File: src/rtl/cpu_pkg.sv
// rtl/cpu_pkg.sv - shared core widths and named architectural register indices
package cpu_pkg;

    localparam int DATA_WIDTH = 32;
    localparam int ADDR_WIDTH = 4;

    localparam logic [3:0] REG_ZERO = 4'd0;
    localparam logic [3:0] REG_SP   = 4'd13;
    localparam logic [3:0] REG_LR   = 4'd14;
    localparam logic [3:0] REG_PC   = 4'd15;

endpackage

File: src/rtl/rf_read_port.sv
// rtl/rf_read_port.sv - one combinational register file read port with R0 and write-back bypass
module rf_read_port #(
    parameter int DATA_WIDTH = 32,
    parameter int ADDR_WIDTH = 4,
    parameter int NUM_REGS   = 16
) (
    input  logic                                 clear,
    input  logic [ADDR_WIDTH-1:0]                rd_addr,
    input  logic [NUM_REGS-1:0][DATA_WIDTH-1:0]  regs_in,
    input  logic                                 wb_commit,
    input  logic [ADDR_WIDTH-1:0]                wb_addr,
    input  logic [DATA_WIDTH-1:0]                wb_data,
    output logic [DATA_WIDTH-1:0]                rd_data
);
    import cpu_pkg::*;

    always_comb begin
        rd_data = '0;
        if (clear || rd_addr == REG_ZERO) begin
            rd_data = '0;
        end else if (wb_commit && wb_addr == rd_addr) begin
            rd_data = wb_data;
        end else begin
            rd_data = regs_in[rd_addr];
        end
    end

endmodule

File: src/rtl/register_file.sv
// rtl/register_file.sv - architectural register file, one write port, three bypassed read ports
module register_file #(
    parameter int DATA_WIDTH = cpu_pkg::DATA_WIDTH,
    parameter int ADDR_WIDTH = cpu_pkg::ADDR_WIDTH,
    parameter int NUM_REGS   = 16
) (
    input  logic                  clk,
    input  logic                  reset,
    input  logic                  enable,
    input  logic                  reg_write_en_in_wb,
    input  logic [ADDR_WIDTH-1:0] write_reg_addr_in_wb,
    input  logic [DATA_WIDTH-1:0] write_data_in_wb,
    input  logic [ADDR_WIDTH-1:0] read_addr1_in_id,
    input  logic [ADDR_WIDTH-1:0] read_addr2_in_id,
    input  logic [ADDR_WIDTH-1:0] read_addr3_in_id,
    output logic [DATA_WIDTH-1:0] read_data1_out_id,
    output logic [DATA_WIDTH-1:0] read_data2_out_id,
    output logic [DATA_WIDTH-1:0] read_data3_out_id,
    output logic [15:0]           write_count_out
);
    import cpu_pkg::*;

    logic [NUM_REGS-1:0][DATA_WIDTH-1:0] regs_q, regs_d;
    logic [15:0]                         write_count_q, write_count_d;
    logic                                commit;
    logic                                bypass_ok;

    assign commit    = enable && reg_write_en_in_wb && (write_reg_addr_in_wb != REG_ZERO);
    // Reset also masks the bypass so reads stay zero for its whole duration.
    assign bypass_ok = commit && !reset;

    always_comb begin
        regs_d        = regs_q;
        write_count_d = write_count_q;
        if (commit) begin
            regs_d[write_reg_addr_in_wb] = write_data_in_wb;
            write_count_d                = write_count_q + 16'd1;
        end
    end

    always_ff @(posedge clk or posedge reset) begin
        if (reset) begin
            regs_q        <= '0;
            write_count_q <= '0;
        end else begin
            regs_q        <= regs_d;
            write_count_q <= write_count_d;
        end
    end

    assign write_count_out = write_count_q;

    rf_read_port #(.DATA_WIDTH(DATA_WIDTH), .ADDR_WIDTH(ADDR_WIDTH), .NUM_REGS(NUM_REGS)) u_port1 (
        .clear(reset), .rd_addr(read_addr1_in_id), .regs_in(regs_q), .wb_commit(bypass_ok),
        .wb_addr(write_reg_addr_in_wb), .wb_data(write_data_in_wb), .rd_data(read_data1_out_id)
    );

    rf_read_port #(.DATA_WIDTH(DATA_WIDTH), .ADDR_WIDTH(ADDR_WIDTH), .NUM_REGS(NUM_REGS)) u_port2 (
        .clear(reset), .rd_addr(read_addr2_in_id), .regs_in(regs_q), .wb_commit(bypass_ok),
        .wb_addr(write_reg_addr_in_wb), .wb_data(write_data_in_wb), .rd_data(read_data2_out_id)
    );

    rf_read_port #(.DATA_WIDTH(DATA_WIDTH), .ADDR_WIDTH(ADDR_WIDTH), .NUM_REGS(NUM_REGS)) u_port3 (
        .clear(reset), .rd_addr(read_addr3_in_id), .regs_in(regs_q), .wb_commit(bypass_ok),
        .wb_addr(write_reg_addr_in_wb), .wb_data(write_data_in_wb), .rd_data(read_data3_out_id)
    );

endmodule

File: config.mk
export PLATFORM = sky130hd
export DESIGN_NAME = register_file
export DESIGN_NICKNAME = d
export VERILOG_FILES = /design/src/rtl/cpu_pkg.sv /design/src/rtl/rf_read_port.sv /design/src/rtl/register_file.sv
export SDC_FILE = /design/constraint.sdc
export NUM_CORES = 1
export LEC_CHECK = 0
export ABC_CLOCK_PERIOD_IN_PS = 26300
export BUFFER_PORTS_ARGS = -buffer_cell sky130_fd_sc_hd__buf_4
export CORE_MARGIN = 1.5
export CORE_UTILIZATION = 27
export CTS_BUF_LIST = sky130_fd_sc_hd__clkbuf_2
export CTS_CLUSTER_DIAMETER = 40
export DETAILED_ROUTE_END_ITERATION = 7
export GPL_TIMING_DRIVEN = 0
export PLACE_DENSITY_LB_ADDON = 0.25
export SLEW_MARGIN = 20
export SYNTH_ARGS = -nofsm -noshare
export SYNTH_HDL_FRONTEND = slang
export SYNTH_SLANG_ARGS = --single-unit
File: constraint.sdc
create_clock -name clk -period 26.3 [get_ports clk]
set_input_delay 2.63 -clock clk [delete_from_list [all_inputs] [get_ports clk]]
set_output_delay 2.63 -clock clk [all_outputs]
set_load 0.005 [all_outputs]
==> summary.txt <==
Power and ir drop
  – Net Sw Power: 0.0008508 W
  – Combinational fraction of design power: 0.279
  – Clk pwr share: 0.280
  – Seq pwr share: 0.441
  – Cell internal pwr: 0.001675 W
  – VDD IR-drop max: 0.03780 mV
  – Net Sw Frac: 0.3368
  – Pwr dens: 66.30 nW/µm²
  – Leak Pwr: 16.76 nW

Timing
  – Final Skew: 59.16 ps
  – Rel. slew slack: 0.2214
  – Setup TNS: 0 ps
  – F_max: 116.4 MHz
  – Measured slew at the worst slew-check pin: 1168 ps
  – Final setup viols: 0
  – Final hold viol count: 0
  – Fin crit share: 0.3268
  – Pins Over Slew Limit: 0
  – Final Critical Period: 8595 ps
  – RSZ-0062 raised after global routing: false

Floorplan
  – Die span in x: 353.8 µm
  – Starting Density: 0.2726
  – Row count: 128
  – Die height: 353.8 µm
  – Die ar.: 125200 µm²
  – Core ar.: 121900 µm²
  – Num ports: 164

Global route
  – Met3 usage: 0.05454
  – Grt met1 use: 0.2790
  – Met2 GRT Util: 0.3292
  – GRT busiest layer: met2
  – GRT Util Overall: 0.2131
  – First-pass GRT wire length: 189200 µm
  – Vias in the first global route: 24873
  – Largest net degree at the start of global routing: 103
  – Initial antenna violation count: 7
  – Global route overflow: 0

Yosys
  – Area leader, netlist: dfrtp_1
  – Ys flop type: dfrtp_1
  – #FFs+latches synth: 528
  – Synth cell types: 42
  – Synth Area per Inst: 15.45 µm²
  – Synth top area share: 0.3977
  – Syn nets: 2204
  – Cells after synthesis: 2151
  – Asr flop ratio synth: 1.000
  – Synth warn: 0
  – Most frequent cells after synthesis: dfrtp_1, mux2_2, mux4_2, mux2i_1, buf_2
  – Seq/Total Area, Yosys: 0.3977
  – Synthesized cell area: 33220 µm²
  – Synth top area cells: dfrtp_1, mux4_2, mux2_2
  – Cell with the most instances after synthesis: dfrtp_1
  – Post-synth EDFFs: 0

Setup path
  – Family with the most delay on the worst path: buffers and inverters
  – CP startpoint: reset
  – CP Launch Type: input port
  – WP buf/inv: 6
  – Reg-to-Reg Start: write_count_out[0]$_DFFE_PP0P_
  – Crit-path max cell delay: 620 ps
  – Crit path cell chain: buf_4 -> inv_8 -> buf_16 -> buf_16 -> o41ai_1 -> a31oi_1 -> buf_2 -> a22o_1 -> buf_4
  – Crit path DAT: 5960 ps
  – CP Capture Type: output port
  – Setup CP Type: in -> out
  – Critical path's slowest cell: a31oi_1
  – Critical Path RT: 23670 ps
  – Crit Path Max Fanout: 99

Cells and area
  – Fraction of layout cells with a size suffix above 1: 0.5592
  – Fin util: 0.3126
  – Register Area: 13210 µm²
  – Fill cells: 12130
  – Final nets: 2518
  – Area of the multi-input gates: 18480 µm²
  – Area growth, synth to finish: 14.67%
  – Design area: 38100 µm²

Clocking
  – Root buf cell: clkbuf_2
  – Resize count post-CTS: 0
  – Clk sink count: 528
  – CTS Buf Count: 160
  – TritonCTS clock tree: yes
  – Clock-pin slew on the worst setup and hold paths: 100 ps
  – Post-CTS setup buffer count: 0
  – Maximum clock path buffer count: 3
  – CTS H-tree depth: 4
  – Insertion delay to the later sink of the worst-skew pair: 1430 ps
  – # hold bufs at CTS: 0

Detailed routing
  – Drt wl/cell: 31.88 µm
  – WL final: 134400 µm
  – Post-DRT Antenna Nets: 0
  – Vias per cell: 5.613
  – Drt first pass iters: 5
  – Via count: 23657
  – Drt drc: 0
  – First-iteration detailed-routing DRC count: 2072

Run status
  – Status: completed

Flow run
  – Max-cap violations: 0

Placement
  – Hpwl dp: 89120 µm
  – DP Area: 36520 µm²
  – PortBufs: 147
  – GP Congestion: 0.8841

Worst hold path
  – Hold Path Class: reg -> reg
  – Min-Delay Startpoint: write_count_out[15]$_DFFE_PP0P_
==> sequential cells by signal, indices dropped and copies added, names as in the netlist <==
name / count
regs_q: 512
write_count_out: 16
==> worst paths after layout <==
check	to	slack [ps]	cells past startpoint
worst min-delay path	write_count_out[15]$_DFFE_PP0P_	480	1
min in group asynchronous	regs_q[452]$_DFFE_PP0P_	1240	2
worst max register to register	write_count_out[8]$_DFFE_PP0P_	24360	5
worst max-delay path	read_data2_out_id[11]	17710	9
max in group asynchronous	regs_q[369]$_DFFE_PP0P_	23490	4
worst min register to register	write_count_out[15]$_DFFE_PP0P_	480	1
==> layout by cell type, fill, tap and decap left out, drive strengths merged, types with 8 or more instances in the layout <==
| cell type | instances |
|---|---|
| buf | 342 |
| mux4 | 384 |
| nand4 | 8 |
| mux2 | 479 |
| dfrtp | 528 |
| xnor2 | 12 |
| mux2i | 279 |
| nor2 | 17 |
| xor2 | 15 |
| nand3b | 8 |
| nand2 | 12 |
| a22o | 96 |
| clkinv | 41 |
| clkbuf | 304 |
==> routing by layer <==
layer / vias up / share of wire
met1: 12801 / 0.41
met5: - / 0.00028
met3: 293 / 0.084
met2: 1283 / 0.46
li1: 9274 / -
met4: 6 / 0.044
==> power groups by stage <==
stage	sequential [W]	combinational (W)	clock, W
3_5_place_dp	0.00112	0.000702	0
5_1_grt	0.00113	0.000747	0.000777
2_1_floorplan	0.00107	0.000507	0
6_report	0.00111	0.000704	0.000708
3_3_place_gp	0.00111	0.000686	0
4_1_cts	0.00111	0.000707	0.000731
==> layout make-up <==
type | instances | area share
antenna | 4 | 0.0002627
clock buffer | 228 | 0.02995
sequential | 528 | 0.3468
buffer | 266 | 0.04013
tap | 1625 | 0.05337
timing repair buffer | 152 | 0.03258
inverter | 5 | 0.0006897
clock inverter | 55 | 0.01120
multi-input combinational | 1352 | 0.4850
==> logic make-up (layout without fill, tap and decap cells) <==
family	Yosys count	after routing	synth area share
other cells	0	4	0
fa+ha+maj	1	1	0.0003765
compound gates	104	104	0.02745
xor+xnor	27	27	0.007344
simple gates	78	78	0.01393
buf+inv	271	706	0.04617
mux	1142	1142	0.5070
flops	528	528	0.3977
==> stage by stage <==
stage | std cells | total power, W | setup slack [ps] | hold WS, ps
finish | 4215 | 0.002526 | 17710 | 480.2
global route | 4214 | 0.002658 | 17480 | 505.6
CTS | 4211 | 0.002544 | 17680 | 484.9
detailed placement | 3928 | 0.001825 | 17670 | 464.9
global placement | 3923 | 0.001795 | 1206 | 460.5
floorplan | 2151 | 0.001575 | 7917 | 458.0
Note: power is estimated with default switching activity, not from simulation.
